## config.mk

```make
export PLATFORM = sky130hd
export DESIGN_NAME = alu_operand_stage
export DESIGN_NICKNAME = d
export VERILOG_FILES = /design/src/rtl/alu_operand_stage_pkg.sv /design/src/rtl/alu_operand_stage_fwd_select.sv /design/src/rtl/alu_operand_stage.sv
export SDC_FILE = /design/constraint.sdc
export NUM_CORES = 1
export LEC_CHECK = 0
export CAP_MARGIN = 20
export CORE_AREA = 2 2 119 121
export CTS_BUF_LIST = sky130_fd_sc_hd__clkbuf_4 sky130_fd_sc_hd__clkbuf_8
export DETAILED_ROUTE_END_ITERATION = 10
export DIE_AREA = 0 0 121 123
export DONT_BUFFER_PORTS = 1
export RECOVER_POWER = 100
export SLEW_MARGIN = 0
export SYNTH_ARGS = -nofsm -noshare
export SYNTH_HDL_FRONTEND = slang
export SYNTH_SLANG_ARGS = --single-unit
export TNS_END_PERCENT = 50
```

## constraint.sdc

```tcl
create_clock -name clk -period 3 [get_ports clk]
set_clock_uncertainty 0.15 [all_clocks]
set_input_delay 0.3 -clock clk [delete_from_list [all_inputs] [get_ports clk]]
set_output_delay 0.3 -clock clk [all_outputs]
set_load 0.05 [all_outputs]
```

## src/rtl/alu_operand_stage_pkg.sv

```systemverilog
// Shared definitions for the ALU operand stage: widths, AluOP encodings,
// stage state and the forwarding-hit helper.
package alu_operand_stage_pkg;

  localparam int XLEN  = 32;
  localparam int REG_W = 5;

  localparam logic [3:0] ALU_AND  = 4'd0;
  localparam logic [3:0] ALU_OR   = 4'd1;
  localparam logic [3:0] ALU_XOR  = 4'd2;
  localparam logic [3:0] ALU_SLL  = 4'd3;
  localparam logic [3:0] ALU_SRL  = 4'd4;
  localparam logic [3:0] ALU_ADD  = 4'd5;
  localparam logic [3:0] ALU_SUB  = 4'd6;
  localparam logic [3:0] ALU_SLT  = 4'd7;
  localparam logic [3:0] ALU_SRA  = 4'd8;
  localparam logic [3:0] ALU_SLTU = 4'd9;

  typedef enum logic [0:0] {
    ST_BUBBLE = 1'b0,
    ST_VALID  = 1'b1
  } stage_state_e;

  typedef enum logic [1:0] {
    ACT_LOAD   = 2'd0,
    ACT_HOLD   = 2'd1,
    ACT_BUBBLE = 2'd2
  } stage_action_e;

  // A producer forwards only when it writes a non-zero register matching the source.
  function automatic logic fwd_hit(input logic we,
                                   input logic [REG_W-1:0] dst,
                                   input logic [REG_W-1:0] src);
    return we && (dst == src) && (src != {REG_W{1'b0}});
  endfunction

endpackage

```

## src/rtl/alu_operand_stage_fwd_select.sv

```systemverilog
// Per-operand forwarding mux: EX/MEM result over MEM/WB result over the
// register-file read value.
module fwd_select #(
  parameter int XLEN = alu_operand_stage_pkg::XLEN
) (
  input  logic [alu_operand_stage_pkg::REG_W-1:0] src,
  input  logic [XLEN-1:0]                         rf_data,
  input  logic [alu_operand_stage_pkg::REG_W-1:0] exmem_rd,
  input  logic                                    exmem_we,
  input  logic [XLEN-1:0]                         exmem_result,
  input  logic [alu_operand_stage_pkg::REG_W-1:0] memwb_rd,
  input  logic                                    memwb_we,
  input  logic [XLEN-1:0]                         memwb_result,
  output logic [XLEN-1:0]                         fwd_data
);
  import alu_operand_stage_pkg::*;

  // Priority select of the operand source
  always_comb begin
    fwd_data = rf_data;
    if (fwd_hit(exmem_we, exmem_rd, src)) begin
      fwd_data = exmem_result;
    end else if (fwd_hit(memwb_we, memwb_rd, src)) begin
      fwd_data = memwb_result;
    end else begin
      fwd_data = rf_data;
    end
  end

endmodule

```

## src/rtl/alu_operand_stage.sv

```systemverilog
// ID/EX operand register: resolves forwarding in decode and latches the ALU
// operands, store data and destination info, with stall, flush and bubbles.
module alu_operand_stage #(
  parameter int         XLEN      = alu_operand_stage_pkg::XLEN,
  parameter logic [3:0] BUBBLE_OP = alu_operand_stage_pkg::ALU_ADD
) (
  input  logic                                    clk,
  input  logic                                    rst,
  input  logic                                    in_valid,
  input  logic                                    stall,
  input  logic                                    flush,
  input  logic [3:0]                              id_AluOP,
  input  logic [XLEN-1:0]                         id_rs1_data,
  input  logic [XLEN-1:0]                         id_rs2_data,
  input  logic [XLEN-1:0]                         id_imm,
  input  logic                                    id_AluSrc,
  input  logic [alu_operand_stage_pkg::REG_W-1:0] id_rs1,
  input  logic [alu_operand_stage_pkg::REG_W-1:0] id_rs2,
  input  logic [alu_operand_stage_pkg::REG_W-1:0] id_rd,
  input  logic                                    id_RegWrite,
  input  logic [alu_operand_stage_pkg::REG_W-1:0] exmem_rd,
  input  logic                                    exmem_RegWrite,
  input  logic [XLEN-1:0]                         exmem_result,
  input  logic [alu_operand_stage_pkg::REG_W-1:0] memwb_rd,
  input  logic                                    memwb_RegWrite,
  input  logic [XLEN-1:0]                         memwb_result,
  output logic                                    ex_valid,
  output logic [3:0]                              ex_AluOP,
  output logic [XLEN-1:0]                         ex_X,
  output logic [XLEN-1:0]                         ex_Y,
  output logic [XLEN-1:0]                         ex_store_data,
  output logic [alu_operand_stage_pkg::REG_W-1:0] ex_rd,
  output logic                                    ex_RegWrite
);
  import alu_operand_stage_pkg::*;

  logic [XLEN-1:0]  rs1_fwd_s;
  logic [XLEN-1:0]  rs2_fwd_s;
  logic [XLEN-1:0]  y_sel_s;
  stage_action_e    action_s;
  stage_state_e     state_r;
  stage_state_e     state_nx_s;

  logic [3:0]       alu_op_r,    alu_op_nx_s;
  logic [XLEN-1:0]  x_r,         x_nx_s;
  logic [XLEN-1:0]  y_r,         y_nx_s;
  logic [XLEN-1:0]  sd_r,        sd_nx_s;
  logic [REG_W-1:0] rd_r,        rd_nx_s;
  logic             regwrite_r,  regwrite_nx_s;

  fwd_select #(.XLEN(XLEN)) u_fwd_rs1 (
    .src          (id_rs1),
    .rf_data      (id_rs1_data),
    .exmem_rd     (exmem_rd),
    .exmem_we     (exmem_RegWrite),
    .exmem_result (exmem_result),
    .memwb_rd     (memwb_rd),
    .memwb_we     (memwb_RegWrite),
    .memwb_result (memwb_result),
    .fwd_data     (rs1_fwd_s)
  );

  fwd_select #(.XLEN(XLEN)) u_fwd_rs2 (
    .src          (id_rs2),
    .rf_data      (id_rs2_data),
    .exmem_rd     (exmem_rd),
    .exmem_we     (exmem_RegWrite),
    .exmem_result (exmem_result),
    .memwb_rd     (memwb_rd),
    .memwb_we     (memwb_RegWrite),
    .memwb_result (memwb_result),
    .fwd_data     (rs2_fwd_s)
  );

  // Y operand: immediate or forwarded rs2
  always_comb begin
    y_sel_s = rs2_fwd_s;
    if (id_AluSrc) begin
      y_sel_s = id_imm;
    end else begin
      y_sel_s = rs2_fwd_s;
    end
  end

  // Stage control decision; flush outranks stall
  always_comb begin
    action_s = ACT_BUBBLE;
    if (flush) begin
      action_s = ACT_BUBBLE;
    end else if (stall) begin
      action_s = ACT_HOLD;
    end else if (in_valid) begin
      action_s = ACT_LOAD;
    end else begin
      action_s = ACT_BUBBLE;
    end
  end

  // Next-state and next-contents logic for the VALID/BUBBLE stage machine
  always_comb begin
    state_nx_s    = state_r;
    alu_op_nx_s   = alu_op_r;
    x_nx_s        = x_r;
    y_nx_s        = y_r;
    sd_nx_s       = sd_r;
    rd_nx_s       = rd_r;
    regwrite_nx_s = regwrite_r;
    case (action_s)
      ACT_LOAD: begin
        state_nx_s    = ST_VALID;
        alu_op_nx_s   = id_AluOP;
        x_nx_s        = rs1_fwd_s;
        y_nx_s        = y_sel_s;
        sd_nx_s       = rs2_fwd_s;
        rd_nx_s       = id_rd;
        regwrite_nx_s = id_RegWrite;
      end
      ACT_HOLD: begin
        state_nx_s    = state_r;
        alu_op_nx_s   = alu_op_r;
        x_nx_s        = x_r;
        y_nx_s        = y_r;
        sd_nx_s       = sd_r;
        rd_nx_s       = rd_r;
        regwrite_nx_s = regwrite_r;
      end
      ACT_BUBBLE: begin
        state_nx_s    = ST_BUBBLE;
        alu_op_nx_s   = BUBBLE_OP;
        x_nx_s        = {XLEN{1'b0}};
        y_nx_s        = {XLEN{1'b0}};
        sd_nx_s       = {XLEN{1'b0}};
        rd_nx_s       = {REG_W{1'b0}};
        regwrite_nx_s = 1'b0;
      end
      default: begin
        state_nx_s    = ST_BUBBLE;
        alu_op_nx_s   = BUBBLE_OP;
        x_nx_s        = {XLEN{1'b0}};
        y_nx_s        = {XLEN{1'b0}};
        sd_nx_s       = {XLEN{1'b0}};
        rd_nx_s       = {REG_W{1'b0}};
        regwrite_nx_s = 1'b0;
      end
    endcase
  end

  // Stage registers; reset forces the bubble immediately
  always_ff @(posedge clk or posedge rst) begin
    if (rst) begin
      state_r    <= ST_BUBBLE;
      alu_op_r   <= BUBBLE_OP;
      x_r        <= {XLEN{1'b0}};
      y_r        <= {XLEN{1'b0}};
      sd_r       <= {XLEN{1'b0}};
      rd_r       <= {REG_W{1'b0}};
      regwrite_r <= 1'b0;
    end else begin
      state_r    <= state_nx_s;
      alu_op_r   <= alu_op_nx_s;
      x_r        <= x_nx_s;
      y_r        <= y_nx_s;
      sd_r       <= sd_nx_s;
      rd_r       <= rd_nx_s;
      regwrite_r <= regwrite_nx_s;
    end
  end

  assign ex_valid      = (state_r == ST_VALID);
  assign ex_AluOP      = alu_op_r;
  assign ex_X          = x_r;
  assign ex_Y          = y_r;
  assign ex_store_data = sd_r;
  assign ex_rd         = rd_r;
  assign ex_RegWrite   = regwrite_r;

endmodule

```

==> results.json, run 1 <==
{
  "syn_area_per_cell_sq_um": 10.7,
  "dp.cells": 686,
  "initial_core_util": 0.424,
  "holdBufCountCts": 142,
  "cts_buffers": 9,
  "port_buffers": 0,
  "lastStage": "4_1_cts",
  "io-pin-count": 305,
  "synth_edf_count": 0,
  "synth_top_area_share": 0.455,
  "synthAdderAreaFrac": 0,
  "ys_top_cells_by_area": "dfrtp_1 (46%), mux2i_1 (11%), a22o_1 (6.1%), a32oi_1 (4.9%), o221ai_1 (4.9%)",
  "synth_xor_area_frac": 0.0273,
  "post_cts_resized": 0,
  "synth.most_common_cell": "dfrtp_1",
  "cts_root_buf": "clkbuf_8",
  "synthSimpleGateAreaFrac": 0.0514,
  "synthCells": 537,
  "gp_congestion": 0.873,
  "ys_types": 37,
  "synth-async-reset-ratio": 1.00,
  "mappedNetlistArea_sq_um": 5770,
  "synthMuxAreaShare": 0.111,
  "htree_levels": 3,
  "error": "[ERROR RSZ-0060] Max buffer count reached.",
  "cts_sinks": 107,
  "syn-num-nets": 735,
  "ys_ff_latch": 107,
  "yosysWarnings": 0,
  "status": "did not finish",
  "postCtsSetupBuffers": 0,
  "die_h_um": 123,
  "synth_seq_area_share": 0.464,
  "synth_top_family_by_area": "compound AO/OA/AOI/OAI gates",
  "dp_hpwl_mm": 13.3,
  "cts_buffer_depth": 2,
  "synth_area_leader_cell": "dfrtp_1",
  "place_area_sq_um": 5870,
  "die_x_um": 121,
  "synth_ff_type": "dfrtp_1",
  "yosys-top-cells-count": "dfrtp_1 (105), mux2i_1 (64), o21ai_1 (55)",
  "synth_compound_area_frac": 0.262,
  "core.rowCount": 43
}
[cells by family after synthesis]
logic type | count (synthesis)
AO/OA/AOI/OAI | 206
flip-flops | 107
buffers and inverters | 82
multiplexers | 64
AND/OR/NAND/NOR | 60
XOR/XNOR | 18
[per-stage QoR]
step                setup WS, ns  hold slack (ns)  utilization
floorplan                   1.22            0.287            -
global placement           0.262            0.240        0.430
detailed placement         0.630            0.240        0.431
==> inputs of run 2 (changes only) <==
--- a/config.mk
+++ b/config.mk
@@ -6,11 +6,11 @@
 export NUM_CORES = 1
 export LEC_CHECK = 0
 export CAP_MARGIN = 20
-export CORE_AREA = 2 2 119 121
-export CTS_BUF_LIST = sky130_fd_sc_hd__clkbuf_4 sky130_fd_sc_hd__clkbuf_8
+export CORE_MARGIN = 2
+export CORE_UTILIZATION = 31
 export DETAILED_ROUTE_END_ITERATION = 10
-export DIE_AREA = 0 0 121 123
 export DONT_BUFFER_PORTS = 1
+export PLACE_DENSITY_LB_ADDON = 0.15
 export RECOVER_POWER = 100
 export SLEW_MARGIN = 0
 export SYNTH_ARGS = -nofsm -noshare
==> constraint.sdc (replaced) <==
create_clock -name clk -period 3.9 [get_ports clk]
set_clock_uncertainty 0.15 [all_clocks]
set_input_delay 0.39 -clock clk [delete_from_list [all_inputs] [get_ports clk]]
set_output_delay 0.39 -clock clk [all_outputs]
set_load 0.05 [all_outputs]
==> run 2 against run 1 <==
  * The flow now finishes, with violations (max-capacitance violations, max-slew violations)
  * Synthesized area is the same
  * Synthesized cell count is the same
==> results.json, run 2 <==
{
  "status": "finished with violations",
  "violations": "max-capacitance violations, max-slew violations",
  "ys_types": 37,
  "yosys-top-cells-count": "dfrtp_1 (105), mux2i_1 (64), o21ai_1 (55)",
  "diodes": 0,
  "drtAntennaViolNets": 0,
  "finalCritPeriodShare": 0.695,
  "min_period_ns": 2.71,
  "syn_area_per_cell_sq_um": 10.7,
  "drv_slew": 85,
  "grt_overflow": 0,
  "holdBufCountCts": 1,
  "worst_path_max_delay_cell": "or3_1",
  "drv_cap": 2,
  "grt_pass1_wl_mm": 30.4,
  "ys_top_cells_by_area": "dfrtp_1 (46%), mux2i_1 (11%), a22o_1 (6.1%), a32oi_1 (4.9%), o221ai_1 (4.9%)",
  "path_clk_slew_ns": 0.08,
  "synth_edf_count": 0,
  "crit_path_max_incr_delay_ns": 1.24,
  "syn-num-nets": 735,
  "fillers": 1834,
  "finalNonFillerCells": 747,
  "htree_levels": 3,
  "grt_max_degree": 57,
  "multi_input_area_sq_um": 2610,
  "dp.cells": 729,
  "leakage_uw": 0.00246,
  "cts_sinks": 107,
  "yosysWarnings": 0,
  "hp-class": "input port to register",
  "wl_per_cell_um": 27.1,
  "synth_area_leader_cell": "dfrtp_1",
  "cts_buffers": 9,
  "cts_root_buf": "clkbuf_16",
  "cp-end-kind": "register",
  "synth_top_area_share": 0.455,
  "worst_ep_arrival_time_ns": 2.72,
  "ys_ff_latch": 107,
  "fin_util": 0.342,
  "die_x_um": 140,
  "finalWirelength_mm": 20.3,
  "drc": 0,
  "synth_ff_type": "dfrtp_1",
  "crit_path_start_kind": "input port",
  "crit_chain": "or4_1 -> o211ai_1 -> or3_1 -> o221ai_1",
  "core.rowCount": 49,
  "worst_pin_slew_ns": 2.50,
  "area_growth_pct": 7.07,
  "peakVddDrop_uv": 175,
  "regArea_sq_um": 2680,
  "port_buffers": 0,
  "cp_top_family": "simple AND/OR/NAND/NOR gates",
  "p_per_area_nw_per_um2": 418,
  "whs_ns": 0.0203,
  "grt_setup_unrepaired": "false",
  "clk_latency_ns": 0.35,
  "power_uw": 2580,
  "setup_viol": 0,
  "slew_headroom": -0.673,
  "cts_tree": "built",
  "fmax_ghz": 0.369,
  "drtIter0Drc": 257,
  "crit_fanout": 32,
  "path_buf_inv": 0,
  "antenna_found_initial": 0,
  "synth_seq_area_share": 0.464,
  "dieArea_sq_um": 19700,
  "via_per_inst": 6.05,
  "grt_pass1_vias": 4955,
  "postCtsSetupBuffers": 0,
  "grt.total_usage": 0.202,
  "die_h_um": 140,
  "io-pin-count": 305,
  "finalHoldViolations": 0,
  "fin_setup_tns_ns": 0,
  "post_cts_resized": 0,
  "synth-async-reset-ratio": 1.00,
  "drt-pass1-iter-count": 4,
  "fin_nets": 711,
  "dp_hpwl_mm": 14.1,
  "layout_common_cells": "dfrtp_1 (105), mux2i_1 (64), o21ai_0 (61)",
  "gp_congestion": 0.850,
  "drive_gt1_frac": 0.0753,
  "final_common_cell": "dfrtp_1",
  "worstPathRequired_ns": 3.91,
  "synth.most_common_cell": "dfrtp_1",
  "synthCells": 537,
  "initial_core_util": 0.319,
  "vias": 4519,
  "core_area_sq_um": 18100,
  "cts_buffer_depth": 2,
  "critical_path_class": "input port to register",
  "mappedNetlistArea_sq_um": 5770
}
[run 2: layer usage]
layer  vias to the layer above  GRT usage  wire length (um)
met3                        20     0.0670              1790
li1                       1988          -                 -
met2                       224      0.336              9890
met1                      2287      0.249              8220
met5                         -          0                 0
met4                         0     0.0665               354
[run 2: logic make-up after synthesis]
group,Yosys count,synth area share
and+or+nand+nor,60,0.0514
AOI/OAI and AO/OA,206,0.262
DFF,107,0.464
xor gates and xnor gates,18,0.0273
buffers and inverters,82,0.0841
muxes,64,0.111
[run 2: cell type report]
cell class              instances  area share
inverters                      33      0.0203
flip-flops and latches        107       0.434
clock inverters                 4     0.00911
repair buffers                 14      0.0247
well taps                     229      0.0464
multi-input cells             348       0.423
clock buffers                  12      0.0431
[run 2: stage by stage]
stage               worst slack [ns]  cell area (sq um)
floorplan                      0.546               5770
global placement                1.47               5850
detailed placement              1.41               5850
CTS                             1.79               6180
global route                    1.05               6180
finish                          1.19               6180
[run 2: worst paths after layout]
check	slack, ns	start	cells after the start	to
worst max-delay path	1.19	id_rs1[0]	4	ex_X[12]
worst min-delay path	0.02	exmem_result[5]	2	ex_Y[5]
worst max register to register	2.43	ex_Y[23]	3	ex_Y[23]
worst min register to register	0.63	ex_AluOP[2]	1	ex_AluOP[2]
max in group asynchronous	1.40	rst	3	ex_AluOP[0]
min in group asynchronous	1.02	rst	2	ex_X[16]
[run 2: worst register-to-register path: stages (launching register included)]
cell	delay, ns
dfrtp_1	0.58
a22o_1	0.32
a31oi_1	0.13
o21ai_0	0.11
[run 2: power by group]
| group | total [uW] | internal [uW] | switching, uW |
|---|---|---|---|
| logic | 218 | 80.6 | 138 |
| registers | 1360 | 1150 | 211 |
| clock network | 999 | 557 | 442 |
Power figures use the tool's default switching activity.
==> inputs of run 3 (changes only) <==
==> constraint.sdc (replaced) <==
create_clock -name clk -period 2.2 [get_ports clk]
set_clock_uncertainty 0.15 [all_clocks]
set_input_delay 0.22 -clock clk [delete_from_list [all_inputs] [get_ports clk]]
set_output_delay 0.22 -clock clk [all_outputs]
set_load 0.05 [all_outputs]
==> run 3 against run 2 <==
  * Synthesized cell count stayed put
  * Synthesized area did not move
  * The run now fails in 4_1_cts
==> results.json, run 3 <==
{
  "cts_buffers": 9,
  "ys_top_cells_by_area": "dfrtp_1 (46%), mux2i_1 (11%), a22o_1 (6.1%), a32oi_1 (4.9%), o221ai_1 (4.9%)",
  "synth_seq_area_share": 0.464,
  "port_buffers": 0,
  "synth_area_leader_cell": "dfrtp_1",
  "status": "did not finish",
  "synthCells": 537,
  "die_h_um": 140,
  "yosys-top-cells-count": "dfrtp_1 (105), mux2i_1 (64), o21ai_1 (55)",
  "postCtsSetupBuffers": 0,
  "cts_root_buf": "clkbuf_16",
  "ys_ff_latch": 107,
  "lastStage": "4_1_cts",
  "pre_cts_ws_ns": -0.00850,
  "synth_ff_type": "dfrtp_1",
  "initial_core_util": 0.319,
  "io-pin-count": 305,
  "syn_area_per_cell_sq_um": 10.7,
  "holdBufCountCts": 154,
  "error": "[ERROR RSZ-0060] Max buffer count reached.",
  "synth-async-reset-ratio": 1.00,
  "place_area_sq_um": 6070,
  "synth_edf_count": 0,
  "synth.most_common_cell": "dfrtp_1",
  "syn-num-nets": 735,
  "gp_congestion": 0.882,
  "core.rowCount": 49,
  "die_x_um": 140,
  "dp_hpwl_mm": 14.8,
  "ys_types": 37,
  "cts_sinks": 107,
  "htree_levels": 3,
  "synth_top_area_share": 0.455,
  "cts_buffer_depth": 2,
  "yosysWarnings": 0,
  "post_cts_resized": 0,
  "mappedNetlistArea_sq_um": 5770
}
-- run 3: cell families after synthesis --
kind of cell / count (synthesis) / share of synthesized area
AND/OR/NAND/NOR: 60 / 0.0514
flip-flops: 107 / 0.464
multiplexers: 64 / 0.111
AO/OA/AOI/OAI: 206 / 0.262
buffers and inverters: 82 / 0.0841
XOR/XNOR: 18 / 0.0273
-- run 3: stage by stage --
stage | TNS (ns) | cells
floorplan | 0 | 537
global placement | 0 | 744
detailed placement | -0.00850 | 744
